**src/rtl/even_chk_pkg.sv**
```systemverilog
// -----------------------------------------------------------------------------
// even_chk_pkg
// Shared definitions for the even-counter stream checker:
//   - state_t      : checker state machine encoding
//   - DEF_MAX_VAL  : default terminal count of the upstream counter
//   - DEF_STEP     : default legal increment
//   - DEF_LOCK_N   : default number of legal advances needed to lock
//   - value_ok()   : true when a sample is a multiple of step and <= max_val
// -----------------------------------------------------------------------------
package even_chk_pkg;

    typedef enum logic [1:0] {
        IDLE   = 2'd0,
        SYNC   = 2'd1,
        LOCKED = 2'd2,
        FAULT  = 2'd3
    } state_t;

    localparam int DEF_MAX_VAL = 14;
    localparam int DEF_STEP    = 2;
    localparam int DEF_LOCK_N  = 2;

    // A sample is only meaningful if it lies on the counter's even grid.
    function automatic logic value_ok(input logic [3:0] v,
                                      input int         max_val,
                                      input int         step);
        return ((int'(v) % step) == 0) && (int'(v) <= max_val);
    endfunction

endpackage

```
**src/rtl/even_step_legal.sv**
```systemverilog
// -----------------------------------------------------------------------------
// even_step_legal
// Purely combinational classifier for one p -> c transition of the even
// counter stream.
// Ports:
//   p       in  4  previous sample
//   c       in  4  current sample
//   valid   in  1  current sample is being evaluated
//   is_hold out 1  c == p
//   is_adv  out 1  p < MAX_VAL and c == p + STEP
//   is_wrap out 1  p == MAX_VAL and c == 0
//   is_bad  out 1  evaluated sample that is none of the above, or off-grid
// All outputs are 0 when valid is 0.
// -----------------------------------------------------------------------------
module even_step_legal
    import even_chk_pkg::*;
#(
    parameter int MAX_VAL = DEF_MAX_VAL,
    parameter int STEP    = DEF_STEP
) (
    input  logic [3:0] p,
    input  logic [3:0] c,
    input  logic       valid,
    output logic       is_hold,
    output logic       is_adv,
    output logic       is_wrap,
    output logic       is_bad
);

    // p + STEP is formed in 5 bits so that 14 + 2 = 16 can never alias onto 0
    // and masquerade as an advance.
    logic [4:0] w_sum;
    logic       w_c_ok;

    assign w_sum  = {1'b0, p} + 5'(STEP);
    assign w_c_ok = value_ok(c, MAX_VAL, STEP);

    assign is_hold = valid && (c == p);
    assign is_adv  = valid && (int'(p) < MAX_VAL) && ({1'b0, c} == w_sum);
    assign is_wrap = valid && (int'(p) == MAX_VAL) && (c == 4'd0);
    assign is_bad  = valid && (!w_c_ok || !(is_hold || is_adv || is_wrap));

endmodule

```
**config.mk**
```make
export PLATFORM = sky130hd
export DESIGN_NAME = even_step_legal
export DESIGN_NICKNAME = d
export VERILOG_FILES = /design/src/rtl/even_chk_pkg.sv /design/src/rtl/even_step_legal.sv
export SDC_FILE = /design/constraint.sdc
export NUM_CORES = 1
export LEC_CHECK = 0
export BUFFER_PORTS_ARGS = -buffer_cell sky130_fd_sc_hd__buf_2
export CAP_MARGIN = 20
export CORE_AREA = 4 4 41 43
export DETAILED_ROUTE_END_ITERATION = 12
export DIE_AREA = 0 0 45 47
export GPL_TIMING_DRIVEN = 0
export PLACE_DENSITY = 0.38
export SYNTH_ARGS = -nofsm -noshare
export SYNTH_HDL_FRONTEND = slang
export SYNTH_SLANG_ARGS = --single-unit
```
**constraint.sdc**
```tcl
create_clock -name vclk -period 2
set_clock_uncertainty 0.1 [all_clocks]
set_input_delay 0.4 -clock vclk [all_inputs]
set_output_delay 0.4 -clock vclk [all_outputs]
set_load 0.1 [all_outputs]
```
# ---- Word level (Yosys, flattened, before mapping)
# Cells that the tools add are included.
dict set report classes {
  n_lt_le_gt_ge 2
  eq_ne 3
  addsub 1
  n_reduce_logical 14
}
# cell count
set ops {}
lappend ops {{32-bit zero test} 1}
lappend ops {{1-bit logical AND} 7}
lappend ops {{4-bit by 2-bit adder with 5-bit output, second input constant} 1}
lappend ops {{4-bit by 5-bit equality test with 1-bit output} 1}
lappend ops {{4-bit by 2-bit equality test with 1-bit output, second input constant} 1}
lappend ops {{4-bit equality test} 1}
lappend ops {{4-bit <= comparator, second input constant} 1}
lappend ops {{4-bit zero test} 1}
lappend ops {{4-bit < comparator, second input constant} 1}
lappend ops {{1-bit logical OR} 3}
lappend ops {{1-bit zero test} 2}
dict set report totals {
  register_bits 0
  input_bits 9
  output_inout_bits 4
}

# ---- Depth between registers and ports, before layout
# Gate-level depths: netlist (run 1).
dict set report logic_depth {
  word_depth 8
  mapped_depth 4
}

# ---- Worst setup path after synthesis (run 1)
# OpenSTA, ideal clock, no wires.
dict set report synth_timing {
  kind {input -> output}
  start {input port p[1]}
  end {output port is_bad}
  path_slack_ns -4.545
  t_arrival_ns 6.045
  stages 4
  path_cell_list {ha_1 xor2_1 nor4_1 o41ai_1}
}
dict set report synth_via {
  elab_chain_len 8
}
# element line
set synth_rtl {}
lappend synth_rtl {{from (decl)} even_step_legal.sv:21} ;# input logic [3:0] p,
lappend synth_rtl {{4-bit by 2-bit adder with 5-bit output / 4-bit < comparator (equally long branches)} {even_step_legal.sv:35, even_step_legal.sv:39}}
lappend synth_rtl {{4-bit by 5-bit equality test with 1-bit output / 1-bit logical AND (equally long branches)} even_step_legal.sv:39} ;# assign is_adv = valid && (int'(p) < MAX_VAL) && ({1'b0, c} == w_sum);
lappend synth_rtl {{1-bit logical AND *} even_step_legal.sv:39}
lappend synth_rtl {{named net is_adv} even_step_legal.sv:25} ;# output logic is_adv,
lappend synth_rtl {{1-bit logical OR * (2 in a row)} even_step_legal.sv:41} ;# assign is_bad = valid && (!w_c_ok || !(is_hold || is_adv || is_wrap));
lappend synth_rtl {{1-bit zero test *} even_step_legal.sv:41}
lappend synth_rtl {{1-bit logical OR *} even_step_legal.sv:41}
lappend synth_rtl {{1-bit logical AND *} even_step_legal.sv:41}
lappend synth_rtl {{to (decl)} even_step_legal.sv:27} ;# output logic is_bad
# The timed path passes the listed nets; every way through them passes the cells marked *.

# ---- Worst setup path in the final report (run 1)
dict set report layout_timing {
  start {input port p[2]}
  end {output port is_bad}
}
dict set report layout_via {
  elab_chain_len 8
}
# element line
set layout_rtl {}
lappend layout_rtl {{4-bit by 2-bit adder with 5-bit output / 4-bit < comparator (equally long branches)} {even_step_legal.sv:35, even_step_legal.sv:39}}
lappend layout_rtl {{4-bit by 5-bit equality test with 1-bit output / 1-bit logical AND (equally long branches)} even_step_legal.sv:39}
lappend layout_rtl {{1-bit logical AND} even_step_legal.sv:39}
lappend layout_rtl {{1-bit logical OR} even_step_legal.sv:41}
lappend layout_rtl {{1-bit logical OR *} even_step_legal.sv:41}
lappend layout_rtl {{1-bit zero test *} even_step_legal.sv:41}
lappend layout_rtl {{1-bit logical OR *} even_step_legal.sv:41}
lappend layout_rtl {{1-bit logical AND *} even_step_legal.sv:41}
# Mark *: on every way between the ends. The rest lies on a longest branch, timed or not.

==> run_results.csv, run 1 <==
group,metric,value,unit
setup_path,cp_top_family,"buffers and inverters",
placement,place_congestion,0.678,
pwr,power,95.7,µW
route,top_layer_used,"met3",
placement,place_ws,-0.386,ns
route,wl,529,µm
min_path,hold_class,"input pin to primary output",
finish,register_area,0,µm²
route,wl_met3,47,µm
logic_synthesis,synth_area_leaders,"xnor2_1, nor4_4, nand2_1",
finish,clkbuf_count,0,
finish,layout-drive-gt1-share,75.8,%
pwr,ir_worst_vdd,0.114,mV
placement,dp_cells,47,
pwr,power.density,266,nW/µm²
finish,area_growth_syn_to_layout,142,%
grt,grt_pass1_vias,233,
grt,antenna_found_initial,0,
setup_path,cp.required,1.50,ns
finish,fin_cells,48,
route,drc,0,
timing,fmax,0.454,GHz
clock_tree,ctsHoldBuffers,0,
timing,hold-worst-slack,1.07,ns
finish,nFlopsAndLatches,0,
timing,setup_viol,2,
timing,tightestPinTransition,0.290,ns
timing,slew-limit-headroom,80.4,%
route,drt_iter0_drc,1,
run_status,violations,"setup timing",
timing,rsz0062_at_grt,"true",
floorplanning,dieArea,2120,µm²
route,met2_length,245,µm
logic_synthesis,yosys_warnings,0,
logic_synthesis,synth_fp_nets,29,
logic_synthesis,synth.avg_cell_area,7.84,µm²
grt,grt_pass1_wl,938,µm
timing,hold_viol,0,
placement,io_buffers,13,
route,wl_met1,235,µm
setup_path,path_max_fanout,3,
floorplanning,num_rows,13,
route,vias,197,
floorplanning,start_util,11.4,%
logic_synthesis,ys_seq_area_share,0,%
route,ant_nets,0,
logic_synthesis,synth_cell_types,12,
run_status,status,"finished with violations",
grt,grt_start_max_net_pins,4,
logic_synthesis,synth_area_leader_cell,"xnor2_1",
timing,slew_viol_final,0,
placement,placed_area,293,µm²
setup_path,cp-end-kind,"primary output",
setup_path,path_buf_inv,2,
floorplanning,core,1300,µm²
setup_path,endpoint,"is_bad",
setup_path,cp.arrival,1.70,ns
setup_path,cp_slowest_cell,"o41ai_1",
finish,num_antenna_cells,0,
floorplanning,io_pins,13,
floorplanning,die_h,47,µm
setup_path,cpPeakStageDelay,0.36,ns
setup_path,worstSetupStartpointType,"input pin",
setup_path,path_class,"input pin to primary output",
setup_path,cp_num_cells,6,
grt,gr-total-overflow,0,
timing,setup_ws,-0.204,ns
pwr,p_leak,0.000149,µW
logic_synthesis,synthCells,19,
floorplanning,dieWidth,45,µm
logic_synthesis,synth_top_area_share,23.5,%
timing,finalCritPeriodShare,110,%
route,first_pass_iters,2,
finish,final_area,360,µm²
run,maxCapViolations,0,
logic_synthesis,synth_top_cells_by_count,"nand2_1, xnor2_1, nor4_1",
route,viasPerCell,4.10,
setup_path,crit_start,"p[2]",
setup_path,cp_cell_sequence,"buf_8 -> ha_4 -> xor2_2 -> nor4_4 -> o41ai_1 -> buf_4",
route,wire_per_inst,11.0,µm
logic_synthesis,synth_area,149,µm²
timing,fin_crit,2.20,ns
finish,nets,45,
grt,grtUsageTotal,5.52,%
## cell usage in the layout, fill, tap and decap left out
cell / synthesis / final
buf_2: 0 / 6
xnor2_2: 0 / 3
o41ai_1: 1 / 1
buf_4: 0 / 3
nor4_2: 0 / 1
xor2_2: 0 / 1
nor4_4: 1 / 2
nand2_1: 4 / 4
or4b_4: 0 / 1
buf_8: 0 / 2
and2b_1: 1 / 1
ha_4: 0 / 1
a21oi_2: 0 / 1
xnor2_1: 4 / 1
nor2b_4: 0 / 1
buf_6: 0 / 3
inv_1: 1 / 1
## per-stage QoR
step                util (%)  TNS [ns]
CTS                     26.2    -0.459
global route            27.7    -0.404
global placement        22.5    -0.880
detailed placement      22.5    -0.865
finish                  27.7    -0.285
floorplan                  -     -4.43
## how the worst min path moves through the flow
stage	startpoint	to	cells after the start
6_report	c[3]	is_wrap	3
3_3_place_gp	c[3]	is_wrap	3
4_1_cts	c[3]	is_wrap	3
2_1_floorplan	c[3]	is_wrap	1
5_1_grt	c[3]	is_wrap	3
3_5_place_dp	c[3]	is_wrap	3
## cell families (layout without fill, tap and decap cells)
logic type	Yosys count	in the layout	share of synthesized area (%)
AOI/OAI and AO/OA	2	2	9.24
xor gates and xnor gates	5	5	29.4
adders and majority gates	1	1	8.40
buffers and inverters	1	15	2.52
and+or+nand+nor	10	10	50.4
## final cells by class
class	count	area, µm²
fillers	146	941
inverters	1	3.75
well taps	15	18.8
multi-input cells	18	221
repair buffers	14	116
## timing repair
action	in CTS	in global routing
endpoints found under the setup margin	4	3
buffers inserted	0	1
gates resized for setup	13	5
pin swaps	3	1
## layer usage
metal,vias to the layer above,global-route usage [%]
li1,97,-
met1,89,7.26
met2,11,10.5
met3,0,0.383
met4,0,0
met5,-,0
## report_power, final
group	leakage, µW	internal, µW	switching (µW)
logic	0.000149	40.3	55.5
clock network	0	0	0
registers	0	0	0
## tightest hold or removal path, cell delays in order
cell and delay (ns):
buf_2 0.13, nor4_4 0.06, buf_6 0.17
(Power assumes the default switching activity.)
==> run 2, diff against run 1 <==
GPL_TIMING_DRIVEN = not set   (was 0)
PLACE_DENSITY = not set   (was 0.38)
==> run 2 against run 1 <==
  * The flow still finishes with violations (setup timing)
  * Global-route usage up 1.9 points
  * Sequential share of layout area unchanged
  * Critical path depth unchanged
  * First-iteration DRC count down 100%
  * Power up 30%
  * Via count up 18%
  * Clock-buffer cell count unchanged
  * Highest routed layer unchanged
==> run_results.csv, run 2 (synthesis results as in run 1) <==
group,metric,value,unit
floorplanning,die_h,47,µm
timing,setup_viol,4,
timing,slew-limit-headroom,74.9,%
run,maxCapViolations,0,
pwr,p_leak,0.000222,µW
route,vias,233,
timing,rsz0062_at_grt,"true",
finish,final_common_cell,"buf_4",
route,drc,0,
placement,io_buffers,13,
setup_path,path_class,"input pin to primary output",
setup_path,cp-end-kind,"primary output",
grt,grt_pass1_vias,276,
placement,dp_cells,59,
grt,gr-total-overflow,0,
timing,tightestPinTransition,0.373,ns
timing,finalCritPeriodShare,111,%
placement,dp_hpwl,528,µm
finish,clkbuf_count,0,
floorplanning,io_pins,13,
finish,register_area,0,µm²
pwr,ir_worst_vdd,0.155,mV
route,drt_iter0_drc,0,
finish,nFlopsAndLatches,0,
run_status,status,"finished with violations",
min_path,hp-start,"valid",
route,ant_nets,0,
min_path,hold_class,"input pin to primary output",
finish,num_antenna_cells,0,
route,first_pass_iters,1,
setup_path,crit_start,"p[3]",
pwr,power.share.switching,50.4,%
floorplanning,core,1300,µm²
timing,hold-worst-slack,1.17,ns
run_status,violations,"setup timing",
setup_path,path_max_fanout,2,
finish,nets,56,
pwr,power.density,246,nW/µm²
pwr,p_seq_share,0,%
grt,grt_start_max_net_pins,4,
timing,hold_viol,0,
grt,grtUsageTotal,7.41,%
placement,place_congestion,0.675,
route,viasPerCell,3.95,
floorplanning,num_rows,13,
finish,layout_common_cells,"buf_4, buf_2, buf_12, nand2_1",
pwr,p_switching,62.8,µW
pwr,p_comb_share,100.0,%
timing,fmax,0.452,GHz
floorplanning,dieWidth,45,µm
route,wire_per_inst,11.2,µm
grt,antenna_found_initial,0,
setup_path,cp.required,1.50,ns
timing,setup_ws,-0.212,ns
timing,slew_viol_final,0,
setup_path,worstSetupStartpointType,"input pin",
floorplanning,dieArea,2120,µm²
pwr,internal_power,61.9,µW
finish,layout-drive-gt1-share,86.4,%
floorplanning,start_util,11.4,%
finish,area_growth_syn_to_layout,240,%
finish,fin_cells,59,
timing,fin_crit,2.21,ns
setup_path,cp.arrival,1.71,ns
route,wl,659,µm
pwr,clkPwrFrac,0,%
grt,grt_pass1_wl,1240,µm
run 2: per-layer routing:
metal / global-route usage, % / vias up / routed length, µm
met1: 9.48 / 106 / 272
met3: 1.53 / 0 / 37
met5: 0 / - / 0
met4: 0 / 0 / 0
li1: - / 118 / -
met2: 13.6 / 9 / 349
run 2: power groups by stage:
stage	logic [µW]	clock network [µW]	registers (µW)
6_report	125	0	0
5_1_grt	134	0	0
4_1_cts	122	0	0
3_5_place_dp	109	0	0
3_3_place_gp	109	0	0
2_1_floorplan	58.3	0	0
run 2: path summary, 6_finish.rpt:
| kind | cells past startpoint | endpoint |
|---|---|---|
| min | 5 | is_bad |
| max | 6 | is_wrap |
run 2: cell type report:
cell class / count / area [µm²]
fillers: 144 / 795
multi-input cells: 18 / 243
repair buffers: 25 / 241
well taps: 15 / 18.8
inverters: 1 / 3.75
run 2: timing repair:
action / 4_1_cts / 5_1_grt
cloned: 0 / 0
pin swaps: 0 / 4
buffers inserted: 1 / 0
hold buffers: 0 / 0
setup endpoints to repair: 4 / 4
endpoints found under the hold margin: 0 / 0
gates resized for setup: 10 / 3
run 2: worst max-delay path: stages:
cell and delay (ns):
buf_2 0.15, nand2_2 0.08, or4b_4 0.50, nor4_4 0.26, buf_4 0.17, buf_12 0.16
run 2: metrics by stage:
step / utilization [%] / area (µm²) / power, µW / TNS [ns] / worst slack [ns]
4_1_cts: 38.1 / 495 / 122 / -0.384 / -0.231
3_5_place_dp: 34.0 / 443 / 109 / -0.663 / -0.357
3_3_place_gp: 34.0 / 443 / 109 / -0.613 / -0.331
2_1_floorplan: - / 209 / 58.3 / -4.43 / -2.69
5_1_grt: 38.9 / 507 / 134 / -0.726 / -0.300
6_report: 38.9 / 507 / 125 / -0.463 / -0.212
==> run 3, diff against run 2 <==
ABC_CLOCK_PERIOD_IN_PS = 2000   (was not set)
SETUP_SLACK_MARGIN = 0.5   (was not set)
==> run 3 against run 2 <==
  * The flow still finishes with violations (setup timing)
  * Critical path depth up 1
  * Flip-flop and latch count unchanged
  * First-iteration DRC count unchanged
  * Critical path type unchanged
==> run_results.csv, run 3 (synthesis results as in run 1) <==
group,metric,value,unit
run_status,status,"finished with violations",
run_status,violations,"setup timing",
floorplanning,dieArea,2120,µm²
setup_path,path_class,"input pin to primary output",
timing,hold_viol,0,
route,drc,0,
min_path,hold_class,"input pin to primary output",
grt,grt_pass1_wl,1290,µm
setup_path,crit_start,"p[1]",
finish,nets,58,
grt,grt_pass1_vias,296,
route,viasPerCell,3.97,
pwr,power,127,µW
grt,grtUsageTotal,7.80,%
setup_path,cpPeakStageDelay,0.48,ns
placement,io_buffers,13,
floorplanning,start_util,11.4,%
timing,slew-limit-headroom,81.3,%
timing,finalCritPeriodShare,111,%
grt,gr-total-overflow,0,
finish,num-fill-cells,143,
setup_path,worstSetupStartpointType,"input pin",
floorplanning,core,1300,µm²
floorplanning,io_pins,13,
timing,rsz0062_at_grt,"true",
finish,num_antenna_cells,0,
placement,dp_hpwl,528,µm
setup_path,cp_num_cells,7,
setup_path,path_max_fanout,3,
timing,setup_ws,-0.219,ns
route,vias,242,
timing,tightestPinTransition,0.278,ns
pwr,power.density,244,nW/µm²
placement,place_congestion,0.675,
finish,area_growth_syn_to_layout,249,%
setup_path,cp.required,1.50,ns
min_path,hp-start,"c[3]",
finish,register_area,0,µm²
route,drt_iter0_drc,0,
setup_path,cp.arrival,1.72,ns
clock_tree,ctsHoldBuffers,0,
route,wire_per_inst,11.2,µm
setup_path,cp_cell_sequence,"buf_8 -> nor2b_4 -> or4b_4 -> nor4_4 -> o41ai_2 -> buf_4 -> buf_12",
finish,nFlopsAndLatches,0,
finish,multi_input_area,240,µm²
setup_path,cp-end-kind,"primary output",
route,first_pass_iters,1,
pwr,p_leak,0.000228,µW
timing,setup_viol,4,
setup_path,cp_slowest_cell,"or4b_4",
route,ant_nets,0,
timing,hold-worst-slack,1.25,ns
floorplanning,die_h,47,µm
floorplanning,num_rows,13,
timing,fmax,0.451,GHz
timing,slew_viol_final,0,
finish,final_common_cell,"buf_4",
timing,fin_crit,2.22,ns
floorplanning,dieWidth,45,µm
finish,layout_common_cells,"buf_4, buf_2, buf_12, nand2_1, nor4_4",
setup_path,endpoint,"is_bad",
route,wl,686,µm
finish,clkbuf_count,0,
run,maxCapViolations,0,
finish,layout-drive-gt1-share,84.8,%
setup_path,path_buf_inv,3,
pwr,ir_worst_vdd,0.156,mV
setup_path,cp_top_family,"simple AND/OR/NAND/NOR gates",
grt,antenna_found_initial,0,
grt,grt_start_max_net_pins,4,
run 3: cell type report:
class / count / share of cell area [%]
Inverter: 1 / 0.723
Multi-Input combinational cell: 18 / 46.3
Tap cell: 15 / 3.61
Timing Repair Buffer: 27 / 49.4
run 3: how the worst min path moves through the flow:
stage / end / slack [ns] / cells past startpoint
2_1_floorplan: is_wrap / 0.81 / 1
3_3_place_gp: is_wrap / 1.26 / 5
3_5_place_dp: is_wrap / 1.25 / 5
4_1_cts: is_wrap / 1.25 / 5
5_1_grt: is_wrap / 1.28 / 5
6_report: is_wrap / 1.25 / 5
run 3: layer usage:
| layer | share of wire (%) | wire [µm] | up-vias | global-route usage [%] |
|---|---|---|---|---|
| met1 | 40 | 277 | 111 | 9.93 |
| met2 | 53 | 364 | 9 | 14.7 |
| met3 | 6.4 | 44 | 0 | 1.15 |
| met4 | 0 | 0 | 0 | 0 |
| met5 | 0 | 0 | - | 0 |
| li1 | - | - | 122 | - |
run 3: repair_timing:
action | CTS | global route
endpoints found under the setup margin | 4 | 4
pin swaps | 4 | 3
setup buffers | 2 | 0
resized for setup | 12 | 1
run 3: power by group:
part / leakage (µW) / switching (µW) / internal (µW)
Clock: 0 / 0 / 0
Sequential: 0 / 0 / 0
Combinational: 0.000228 / 64.3 / 62.5
Total: 0.000228 / 64.3 / 62.5
run 3: per-stage QoR:
step	setup TNS (ns)	setup slack, ns	cells	area [µm²]	util (%)
after floorplan	-4.43	-2.69	19	209	-
after global placement	-0.613	-0.331	59	443	34.0
after detailed placement	-0.663	-0.357	59	443	34.0
after CTS	-0.568	-0.294	61	510	39.2
after global routing	-0.610	-0.283	61	519	39.9
final	-0.386	-0.219	61	519	39.9
